[src/rtl/aurora_axi_rx_demux_pkg.sv]
// Shared definitions for the Aurora AXI-Stream RX demux and its TX-mux counterpart.
// Holds the stream beat format and the frame-routing state encoding.
package aurora_axi_rx_demux_pkg;

    localparam int AXIS_DW = 32;
    localparam int AXIS_KW = 4;

    typedef enum logic [1:0] {
        ST_IDLE = 2'd0,
        ST_PASS = 2'd1,
        ST_DROP = 2'd2
    } rx_state_e;

    typedef struct packed {
        logic               last;
        logic [AXIS_KW-1:0] keep;
        logic [AXIS_DW-1:0] data;
    } axis_beat_t;

endpackage

[src/rtl/aurora_axi_rx_demux_reg_slice.sv]
// One-deep AXI-Stream register slice (data + keep + last) feeding one MAC TX buffer.
// The upstream side is a plain load strobe; the parent only loads when the slot is free.
module axis_reg_slice
    import aurora_axi_rx_demux_pkg::*;
(
    input  logic       clk,
    input  logic       rstn,
    input  logic       load,
    input  axis_beat_t beat_in,
    input  logic       m_tready,
    output logic       m_tvalid,
    output axis_beat_t m_beat
);

    logic       valid_q, valid_d;
    axis_beat_t beat_q, beat_d;

    always_comb begin
        valid_d = valid_q;
        beat_d  = beat_q;
        if (load) begin
            valid_d = 1'b1;
            beat_d  = beat_in;
        end else if (valid_q && m_tready) begin
            valid_d = 1'b0;
        end
    end

    always_ff @(posedge clk or negedge rstn) begin
        if (!rstn) begin
            valid_q <= 1'b0;
            beat_q  <= '0;
        end else begin
            valid_q <= valid_d;
            beat_q  <= beat_d;
        end
    end

    assign m_tvalid = valid_q;
    assign m_beat   = beat_q;

endmodule

[src/rtl/aurora_axi_rx_demux.sv]
// Routes whole frames from the Aurora RX user stream to one of ETHCOUNT per-port streams;
// frames aimed at masked or out-of-range ports are drained and counted.
//
//   state | meaning
//   IDLE  | waiting for a first beat; routing decided from sel/eth_mask on that beat
//   PASS  | mid-frame, forwarding every beat to the latched port
//   DROP  | mid-frame, discarding beats until tlast
module aurora_axi_rx_demux
    import aurora_axi_rx_demux_pkg::*;
#(
    parameter int ETHCOUNT  = 4,
    parameter int SIM       = 0,
    parameter int DROPCNT_W = 16
) (
    input  logic                          clk,
    input  logic                          rstn,
    input  logic [$clog2(ETHCOUNT)-1:0]   sel,
    input  logic [ETHCOUNT-1:0]           eth_mask,
    output logic                          axis_s_tready,
    input  logic [AXIS_DW-1:0]            axis_s_tdata,
    input  logic [AXIS_KW-1:0]            axis_s_tkeep,
    input  logic                          axis_s_tvalid,
    input  logic                          axis_s_tlast,
    input  logic [ETHCOUNT-1:0]           axis_m_tready,
    output logic [ETHCOUNT*AXIS_DW-1:0]   axis_m_tdata,
    output logic [ETHCOUNT*AXIS_KW-1:0]   axis_m_tkeep,
    output logic [ETHCOUNT-1:0]           axis_m_tvalid,
    output logic [ETHCOUNT-1:0]           axis_m_tlast,
    output logic [DROPCNT_W-1:0]          drop_cnt,
    output logic                          busy
);

    localparam int SEL_W = $clog2(ETHCOUNT);

    if (SIM != 0) begin : g_sim_build
    end

    rx_state_e            state_q, state_d;
    logic [SEL_W-1:0]     dst_q, dst_d;
    logic [DROPCNT_W-1:0] drop_cnt_q, drop_cnt_d;
    logic                 rdy_en_q, rdy_en_d;

    logic [ETHCOUNT-1:0]  sel_oh, dst_oh, eff_oh, slot_free, load_vec, m_tvalid_w;
    logic                 port_ok, ready_fwd, fwd, s_tready_w, accept;
    axis_beat_t           beat_in;
    axis_beat_t           beat_out [ETHCOUNT];

    // sel values at or above ETHCOUNT decode to no port, which makes port_ok false.
    always_comb begin
        sel_oh = '0;
        dst_oh = '0;
        for (int n = 0; n < ETHCOUNT; n++) begin
            if (sel == SEL_W'(n))   sel_oh[n] = 1'b1;
            if (dst_q == SEL_W'(n)) dst_oh[n] = 1'b1;
        end
    end

    assign slot_free = ~m_tvalid_w | axis_m_tready;
    assign eff_oh    = (state_q == ST_IDLE) ? sel_oh : dst_oh;
    assign port_ok   = |(sel_oh & ~eth_mask);
    assign ready_fwd = |(eff_oh & slot_free);
    assign rdy_en_d  = 1'b1;

    always_comb begin
        state_d    = state_q;
        dst_d      = dst_q;
        drop_cnt_d = drop_cnt_q;
        fwd        = 1'b0;
        s_tready_w = 1'b0;

        case (state_q)
            ST_IDLE: begin
                fwd        = port_ok;
                s_tready_w = port_ok ? ready_fwd : 1'b1;
            end
            ST_PASS: begin
                fwd        = 1'b1;
                s_tready_w = ready_fwd;
            end
            ST_DROP: s_tready_w = 1'b1;
            default: state_d = ST_IDLE;
        endcase

        // Held low from reset until the first clock after release.
        s_tready_w = s_tready_w & rdy_en_q;
        accept     = axis_s_tvalid & s_tready_w;

        if (accept) begin
            case (state_q)
                ST_IDLE: begin
                    dst_d = sel;
                    if (!axis_s_tlast) state_d = port_ok ? ST_PASS : ST_DROP;
                end
                ST_PASS, ST_DROP: begin
                    if (axis_s_tlast) state_d = ST_IDLE;
                end
                default: state_d = ST_IDLE;
            endcase
            if (!fwd && axis_s_tlast && (drop_cnt_q != '1))
                drop_cnt_d = drop_cnt_q + DROPCNT_W'(1);
        end

        load_vec = (accept && fwd) ? eff_oh : '0;
    end

    always_ff @(posedge clk or negedge rstn) begin
        if (!rstn) begin
            state_q    <= ST_IDLE;
            dst_q      <= '0;
            drop_cnt_q <= '0;
            rdy_en_q   <= 1'b0;
        end else begin
            state_q    <= state_d;
            dst_q      <= dst_d;
            drop_cnt_q <= drop_cnt_d;
            rdy_en_q   <= rdy_en_d;
        end
    end

    assign beat_in = '{last: axis_s_tlast, keep: axis_s_tkeep, data: axis_s_tdata};

    for (genvar n = 0; n < ETHCOUNT; n++) begin : g_port
        axis_reg_slice u_slice (
            .clk      (clk),
            .rstn     (rstn),
            .load     (load_vec[n]),
            .beat_in  (beat_in),
            .m_tready (axis_m_tready[n]),
            .m_tvalid (m_tvalid_w[n]),
            .m_beat   (beat_out[n])
        );
        assign axis_m_tdata[n*AXIS_DW +: AXIS_DW] = beat_out[n].data;
        assign axis_m_tkeep[n*AXIS_KW +: AXIS_KW] = beat_out[n].keep;
        assign axis_m_tlast[n]                    = beat_out[n].last;
    end

    assign axis_m_tvalid = m_tvalid_w;
    assign axis_s_tready = s_tready_w;
    assign drop_cnt      = drop_cnt_q;
    assign busy          = (state_q != ST_IDLE);

endmodule

[config.mk]
export PLATFORM = sky130hd
export DESIGN_NAME = aurora_axi_rx_demux
export DESIGN_NICKNAME = d
export VERILOG_FILES = /design/src/rtl/aurora_axi_rx_demux_pkg.sv /design/src/rtl/aurora_axi_rx_demux_reg_slice.sv /design/src/rtl/aurora_axi_rx_demux.sv
export SDC_FILE = /design/constraint.sdc
export NUM_CORES = 1
export LEC_CHECK = 0
export ABC_AREA = 1
export CORE_MARGIN = 8
export CORE_UTILIZATION = 55
export CTS_BUF_LIST = sky130_fd_sc_hd__clkbuf_2
export DETAILED_ROUTE_END_ITERATION = 8
export GPL_TIMING_DRIVEN = 0
export PLACE_DENSITY_LB_ADDON = 0.1
export SLEW_MARGIN = 0
export SYNTH_ARGS = -nofsm -noshare
export SYNTH_HDL_FRONTEND = slang
export SYNTH_SLANG_ARGS = --single-unit
[constraint.sdc]
create_clock -name clk -period 3.9 [get_ports clk]
set_input_delay 0.78 -clock clk [delete_from_list [all_inputs] [get_ports clk]]
set_output_delay 0.78 -clock clk [all_outputs]
set_load 0.1 [all_outputs]
# == Word-level counts from Yosys, hierarchy flattened ==
# Index checks and enable logic that the tools add are counted.
# classes
addsub,1
eq_ne,9
muxes,27
n_bitwise,7
n_reduce_logical,22
# op_table
operator,count
$mux W1,17
$add A16 B1 Y16 const B,1
$ne A16 B16 Y1 const B,1
$eq A2 B2 Y1 const B,5
$mux W2,5
$reduce_bool A2 Y1,5
$and A4 B4 Y4,2
$mux W4,2
$not A4 Y4,2
$reduce_or A4 Y1,2
$logic_and A1 B1 Y1,7
$eq A2 B1 Y1 const B,3
$logic_not A2 Y1,3
$or A4 B4 Y4,1
$pmux W2 S2,1
$reduce_and A2 Y1,2
$pmux W1 S3,1
$reduce_or A3 Y1,1
$and A1 B1 Y1,2
$pmux W1 S2,1
$reduce_or A2 Y1,1
$logic_not A1 Y1,1
# totals
register_bits,173
input_bits,50
output_inout_bits,170
wordCells,86

# == Longest topological paths before layout ==
# Gate-level depths: netlist of the first run.
# depth
ltp_word,12
ltp_mapped,16
ltp_nobuf,13

# == Modules after synthesis ==
# A second synthesis of the first run with hierarchy kept.
# unflattened
hier_cells,875
hier_area_um2,7497.2
# modules_own_cells
module,n_inst,cells_each,area_per_inst_um2,seq_area_each_um2
axis_reg_slice,4,161,1473.9,950.9
aurora_axi_rx_demux,1,231,1601.5,525.5

# == Worst setup path before layout of the first run ==
# OpenSTA, ideal clock, no wires.
# synth_path
path_kind,reg2out
startpoint,register state_q[0]
endpoint,output port axis_s_tready
arrival_ns,3.615
t_required_ns,3.120
slack_ns,-0.495
path_stages_with_launch,11
path_buffers,1
path_cell_list,dfrtp_1 inv_1 ha_1 buf_6 inv_4 nand3_1 nand2_1 nand2_1 nand2_1 o21ai_2 a21boi_0
# synth_via
elab_chain_len,7
word_cells_on_any_way,9
classes_between,eq/ne: 2; mux: 3; bitwise: 2; reduce/logical: 2
# synth_lines
element,line_no,source
"start, declared",aurora_axi_rx_demux.sv:38,"rx_state_e state_q, state_d;"
"start signal, assigned",aurora_axi_rx_demux.sv:113,state_q <= state_d;
$logic_not A2 Y1,"aurora_axi_rx_demux.sv:59, aurora_axi_rx_demux.sv:71",
$mux W4,aurora_axi_rx_demux.sv:59,assign eff_oh = (state_q == ST_IDLE) ? sel_oh : dst_oh;
$and A4 B4 Y4,aurora_axi_rx_demux.sv:61,assign ready_fwd = |(eff_oh & slot_free);
$reduce_or A4 Y1,aurora_axi_rx_demux.sv:61,
$mux W1,aurora_axi_rx_demux.sv:74,s_tready_w = port_ok ? ready_fwd : 1'b1;
$pmux W1 S3 (*),aurora_axi_rx_demux.sv:71,case (state_q)
$and A1 B1 Y1 (*),aurora_axi_rx_demux.sv:85,s_tready_w = s_tready_w & rdy_en_q;
"end, declared",aurora_axi_rx_demux.sv:19,"output logic axis_s_tready,"
# Mark *: on every way between the ends. The rest lies on a longest branch, timed or not.

# == Final worst setup path of the first run ==
# layout_path
startpoint,register state_q[1]
endpoint,output port busy
# layout_via
elab_chain_len,1
# layout_lines
element,line_no,source
$reduce_bool A2 Y1,aurora_axi_rx_demux.sv:140,assign busy = (state_q != ST_IDLE);
"end, declared",aurora_axi_rx_demux.sv:30,output logic busy
# No other way between the ends.

==> results_dict.tcl, run 1 <==
set metrics [dict create \
    yosys_warnings 0 \
    vias 7791 \
    hold_viol_final 0 \
    wl_microns 26500 \
    setup-violations-final 0 \
    ys_ff_latch 173 \
    status "finished, final reports clean" \
    syn_area_sq_mm 0.00878 \
    drc_errors 0 \
    grt_pass1_wl_microns 41500 \
    finalClockSkew_ps 27.5 \
    synthesis.nets 1092 \
    io_pins 220 \
    drv_cap 0 \
    antenna_found_initial 1 \
    syn_inst 1036 \
    avgViaCountPerCell 5.17 \
    fin_crit_ps 3630 \
    drive_gt1_share_pct 6.21 \
    post_drt_wl_per_cell_microns 17.6 \
    timing.fmax_mhz 276 \
    numPortBuffers 219 \
    worstReg2RegStart "state_q[1]" \
    end_kind "output pin" \
    syn_avg_cell_area_sq_um 8.47 \
    htree_levels 4 \
    cp-start-kind "flip-flop" \
    worstSkewPairLatency_ps 790 \
    grt_start_max_net_pins 115 \
    rr_worst_depth 10 \
    die_h_microns 142 \
    clock-sinks 173 \
    ant_nets 0 \
    syn2layout_area_growth_pct 31.6 \
    rrSetupSlack_ps 1450 \
    cts_setup_buffers 0 \
    rows 46 \
    grt_usage_pct 26.4 \
    crit_required_ps 3120 \
    root_buffer "clkbuf_2" \
    critPathArrivalTime_ps 2850 \
    drtIter0Drc 558 \
    gr-total-overflow 0 \
    cts_tree "yes" \
    maxSlewHeadroom_pct 28.3 \
    yosysUniqueCellTypes 35 \
    clock_path_buffers 2 \
    tightest_slew_ps 1070 \
    async_reset_ff_share_pct 100 \
    gp_congestion 0.888 \
    hp-class "in2async" \
    drtPass1Iterations 5 \
    yosysSeqAreaShare_pct 49.3 \
    die-area_sq_mm 0.0203 \
    final_nets 1332 \
    synthFlopType "dfrtp_1" \
    cts_buffers 17 \
    clk_pin_slew_worst_paths_ps 250 \
    path_class "reg2out" \
    hpwl_microns 19600 \
    synth-edff-count 0 \
    grt_pass1_vias 7855 \
    start_util_pct 55.7 \
    final.period_utilization_pct 93.0 \
    maxSlewViolCount 0 \
    rr_endpoint "g_port[0].u_slice.m_beat[21]" \
    critPathMaxFanout 10 \
    coreArea_sq_mm 0.0158 \
    totalNegativeSetupSlack_ps 0 \
    fp.dieW_microns 142 \
    utilization_pct 73.2 \
    rsz0062_at_grt "false" \
]
[layer usage]
metal  global-route usage, %  vias to the layer above  part of all wire (%)
met5                       0                        -                     0
met4                    9.79                        0                   2.9
met3                    8.35                       41                   9.3
met2                    43.6                      284                    47
met1                    31.6                     3722                    40
li1                        -                     3744                     -
[worst max-delay path by stage]
stage | slack (ps) | cells after the start | from | to
global route | 60 | 11 | state_q[1] | axis_s_tready
finish | 270 | 5 | state_q[1] | busy
global placement | -5170 | 1 | rstn | g_port[1].u_slice.m_beat[7]
floorplan | 290 | 10 | state_q[0] | axis_s_tready
detailed placement | -150 | 9 | sel[1] | axis_s_tready
CTS | 110 | 11 | state_q[1] | axis_s_tready
[cell usage in the layout, fill, tap and decap left out, drive strengths merged, types with 2 or more instances in the layout]
cell / n
nand2: 219
clkdlybuf4s50: 217
nand3: 179
inv: 178
dfrtp: 173
o21bai: 148
clkbuf: 52
buf: 43
nor2: 15
o21ai: 14
xnor2: 8
nor3: 7
clkinv: 7
xor2: 6
ha: 6
bufinv: 4
a21oi: 3
diode: 2
nand3b: 2
nand4: 2
[through the flow]
step                hold slack, ps  instances  worst slack, ps  cell area, sq um
floorplan                      478       1036              288              8780
global placement               501       1471            -5170             11200
detailed placement             505       1472             -150             11300
CTS                            447       1504              108             11600
global route                   454       1505             59.2             11500
finish                         456       1506              272             11600
[logic make-up (layout without fill, tap and decap cells)]
logic type               Yosys count  after routing  synth area share [%]
buffers and inverters            251            503                  13.0
adder cells (fa/ha/maj)            6              6                 0.855
AO/OA/AOI/OAI                    167            167                  13.9
other                              1              3                0.0427
AND/OR/NAND/NOR                  424            424                  21.5
flip-flops                       173            173                  49.3
XOR/XNOR                          14             14                  1.40
[critical path: stages (launching register included)]
cell and delay, ps:
dfrtp_1 450, inv_1 80, ha_1 190, buf_6 140
inv_4 70, clkdlybuf4s50_1 1130
[cell type report]
cell class | instances | area (sq um)
multi-input combinational | 612 | 3310
inverter | 178 | 671
fill | 1306 | 4220
tap | 216 | 270
sequential | 173 | 4330
clock inverter | 12 | 171
timing repair buffer | 221 | 2230
clock buffer | 19 | 95.1
antenna | 2 | 5.00
buffer | 73 | 470
[cell usage after synthesis (2+ instances only)]
cell type | number | area [sq um]
nand3b_1 | 2 | 15.0
xor2_1 | 6 | 52.6
inv_1 | 174 | 653
nor2_2 | 2 | 12.5
buf_8 | 10 | 150
clkbuf_1 | 33 | 124
buf_1 | 5 | 18.8
nor2_1 | 12 | 45.0
o21ai_0 | 3 | 15.0
inv_2 | 3 | 11.3
nand3_1 | 178 | 891
buf_6 | 4 | 45.0
o21bai_1 | 148 | 1110
buf_4 | 5 | 37.5
nand2_1 | 218 | 818
a21oi_1 | 2 | 10.0
xnor2_1 | 8 | 70.1
buf_2 | 15 | 75.1
dfrtp_1 | 173 | 4330
o21ai_1 | 10 | 50.1
ha_1 | 6 | 75.1
nor3_1 | 6 | 30.0
[sequential cells by signal, summed over array words and instances (netlist names)]
| name | flops |
|---|---|
| g_port.u_slice.m_beat | 148 |
| drop_cnt | 16 |
| g_port.u_slice.m_tvalid | 4 |
| dst_q | 2 |
| state_q | 2 |
| rdy_en_q | 1 |
[repair_timing]
| item | in CTS | in global routing |
|---|---|---|
| resized for setup | 3 | 2 |
| hold endpoints to repair | 59 | 0 |
| hold buffers | 1 | 0 |
| setup endpoints to repair | 1 | 1 |
Power of run 1 is left out: the tool's default activity adds up to more than one toggle a clock period on the data nets, which glitch-free logic cannot reach.
==> inputs of run 2 (changes only) <==
==> constraint.sdc (replaced) <==
create_clock -name clk -period 3.9 [get_ports clk]
set_input_delay 0.78 -clock clk [delete_from_list [all_inputs] [get_ports clk]]
set_output_delay 0.78 -clock clk [all_outputs]
set_load 0.005 [all_outputs]
==> results_dict.tcl, run 2 (synthesis gave the netlist of run 1 again) <==
set metrics [dict create \
    clkPwrFrac_pct 9.9 \
    critPathMaxFanout 10 \
    cellLeakagePower_nw 5.43 \
    hpwl_microns 19600 \
    gp_congestion 0.907 \
    drc_errors 0 \
    cp-start-kind "flip-flop" \
    hold_viol_final 0 \
    numPortBuffers 219 \
    total_power_mw 8.38 \
    syn2layout_area_growth_pct 30.9 \
    crit_required_ps 3120 \
    path_class "reg2out" \
    tightest_slew_ps 636 \
    fin_crit_ps 3700 \
    rows 46 \
    end_kind "output pin" \
    drtPass1Iterations 5 \
    grt_pass1_wl_microns 41800 \
    swShare_pct 39.0 \
    io_pins 220 \
    critPathArrivalTime_ps 2920 \
    start_util_pct 55.7 \
    grt_pass1_vias 7861 \
    antenna_found_initial 1 \
    ant_nets 0 \
    die_h_microns 142 \
    avgViaCountPerCell 5.20 \
    path_buf_inv 3 \
    whs_ps 520 \
    ir_worst_vdd_mv 0.378 \
    cp_cell_sequence "inv_1, ha_1, buf_6, nor2_2, nand2_1, nand2_1, nand2_1, nand2_1, o21ai_2, a21boi_2, clkdlybuf4s50_1" \
    worstSkewPairLatency_ps 770 \
    grt_start_max_net_pins 102 \
    drive_gt1_share_pct 6.51 \
    stdcell_area_sq_mm 0.0115 \
    finalClockSkew_ps 26.1 \
    wl_microns 26400 \
    drv_cap 0 \
    clk_pin_slew_worst_paths_ps 240 \
    combPwrFrac_pct 53.2 \
    rsz0062_at_grt "false" \
    power.density_mw_per_mm2 729 \
    drtIter0Drc 421 \
    maxSlewHeadroom_pct 57.6 \
    die-area_sq_mm 0.0203 \
    final_nets 1334 \
    status "finished, final reports clean" \
    hp-class "in2async" \
    maxSlewViolCount 0 \
    coreArea_sq_mm 0.0158 \
    dp.cells 1472 \
    place_ws_ps 400 \
    root_buffer "clkbuf_2" \
    grt_usage_pct 26.6 \
    clock_path_buffers 2 \
    critPathMaxStageDelay_ps 520 \
    clock-sinks 173 \
    gr-total-overflow 0 \
    seqPwrFrac_pct 36.9 \
    setup_slack_ps 202 \
    crit_family "buffers and inverters" \
    utilization_pct 72.9 \
    htree_levels 4 \
    cts_buffers 17 \
    cts_tree "yes" \
    stdcell_count 1508 \
    fp.dieW_microns 142 \
    totalNegativeSetupSlack_ps 0 \
    setup-violations-final 0 \
    post_drt_wl_per_cell_microns 17.5 \
    intPower_mw 5.11 \
    timing.fmax_mhz 270 \
    vias 7848 \
    final.period_utilization_pct 94.8 \
    cp_slowest_cell "clkdlybuf4s50_1" \
    final_cell_mix "nand2_1, clkdlybuf4s50_1, nand3_1, inv_1, dfrtp_1" \
    power_switching_mw 3.27 \
    place_area_sq_mm 0.0113 \
    critical_path.most_common_cell "nand2_1" \
    largest_reg_flops 148 \
]
run 2: cell types whose count changed in the layout (fill, tap and decap cells not counted), sizes merged:
cell           before  now
diode               2    1
buf                43   44
clkinvlp            1    5
clkdlybuf4s50     217  218
bufinv              4    0
inv               178  180
clkinv              7    6
run 2: power groups by stage:
| stage | Combinational (mW) | Clock [mW] | Sequential [mW] |
|---|---|---|---|
| after floorplan | 1.91 | 0 | 3.14 |
| after global placement | 4.37 | 0 | 3.11 |
| after detailed placement | 4.46 | 0 | 3.13 |
| after CTS | 4.49 | 0.844 | 3.09 |
| after global routing | 4.90 | 0.911 | 3.19 |
| final | 4.46 | 0.831 | 3.09 |
run 2: worst reg2reg max path, stage by stage, from the launching register on:
cell	delay, ps
dfrtp_1	470
inv_1	100
ha_1	160
buf_6	150
nor2_2	60
nand2_1	50
nand2_1	140
nand2_1	100
nand2_1	60
o21ai_2	240
nand2_4	100
nand4_4	140
clkbuf_1	520
o21bai_1	140
nand2_1	80
run 2: repair_timing:
item	in CTS	in global routing
endpoints found under the hold margin	72	0
endpoints found under the setup margin	0	1
hold buffers	1	0
setup buffers	0	2
gates resized for setup	0	2
run 2: final cells by class:
| type | count | area (sq um) |
|---|---|---|
| timing repair buffer | 223 | 2250 |
| multi-input combinational | 612 | 3310 |
| buffer | 73 | 470 |
| clock buffer | 19 | 95.1 |
| tap | 216 | 270 |
| inverter | 178 | 671 |
| clock inverter | 13 | 95.1 |
| fill | 1317 | 4270 |
| antenna | 1 | 2.50 |
| sequential | 173 | 4330 |
run 2: worst paths after layout:
kind                                            startpoint  slack [ps]                      endpoint  cells past startpoint
worst max-delay path                            state_q[1]         200                 axis_s_tready                     11
worst min-delay path                                  rstn         520                   drop_cnt[5]                      2
worst max register to register                  state_q[1]        1370  g_port[1].u_slice.m_beat[14]                     14
worst min register to register  g_port[1].u_slice.m_tvalid         560    g_port[1].u_slice.m_tvalid                      2
max in group asynchronous                             rstn        2490  g_port[2].u_slice.m_beat[16]                      3
min in group clk                g_port[1].u_slice.m_tvalid         560    g_port[1].u_slice.m_tvalid                      2
run 2: routing by layer:
| layer | GRT usage [%] | vias to the layer above | part of all wire (%) | wire [microns] |
|---|---|---|---|---|
| met3 | 7.55 | 45 | 8.9 | 2350 |
| met4 | 10.8 | 0 | 2.8 | 732 |
| li1 | - | 3739 | - | - |
| met1 | 32.7 | 3762 | 41 | 10800 |
| met5 | 0 | - | 0 | 0 |
| met2 | 43.4 | 302 | 48 | 12600 |
Note: power is estimated with default switching activity, not from simulation.
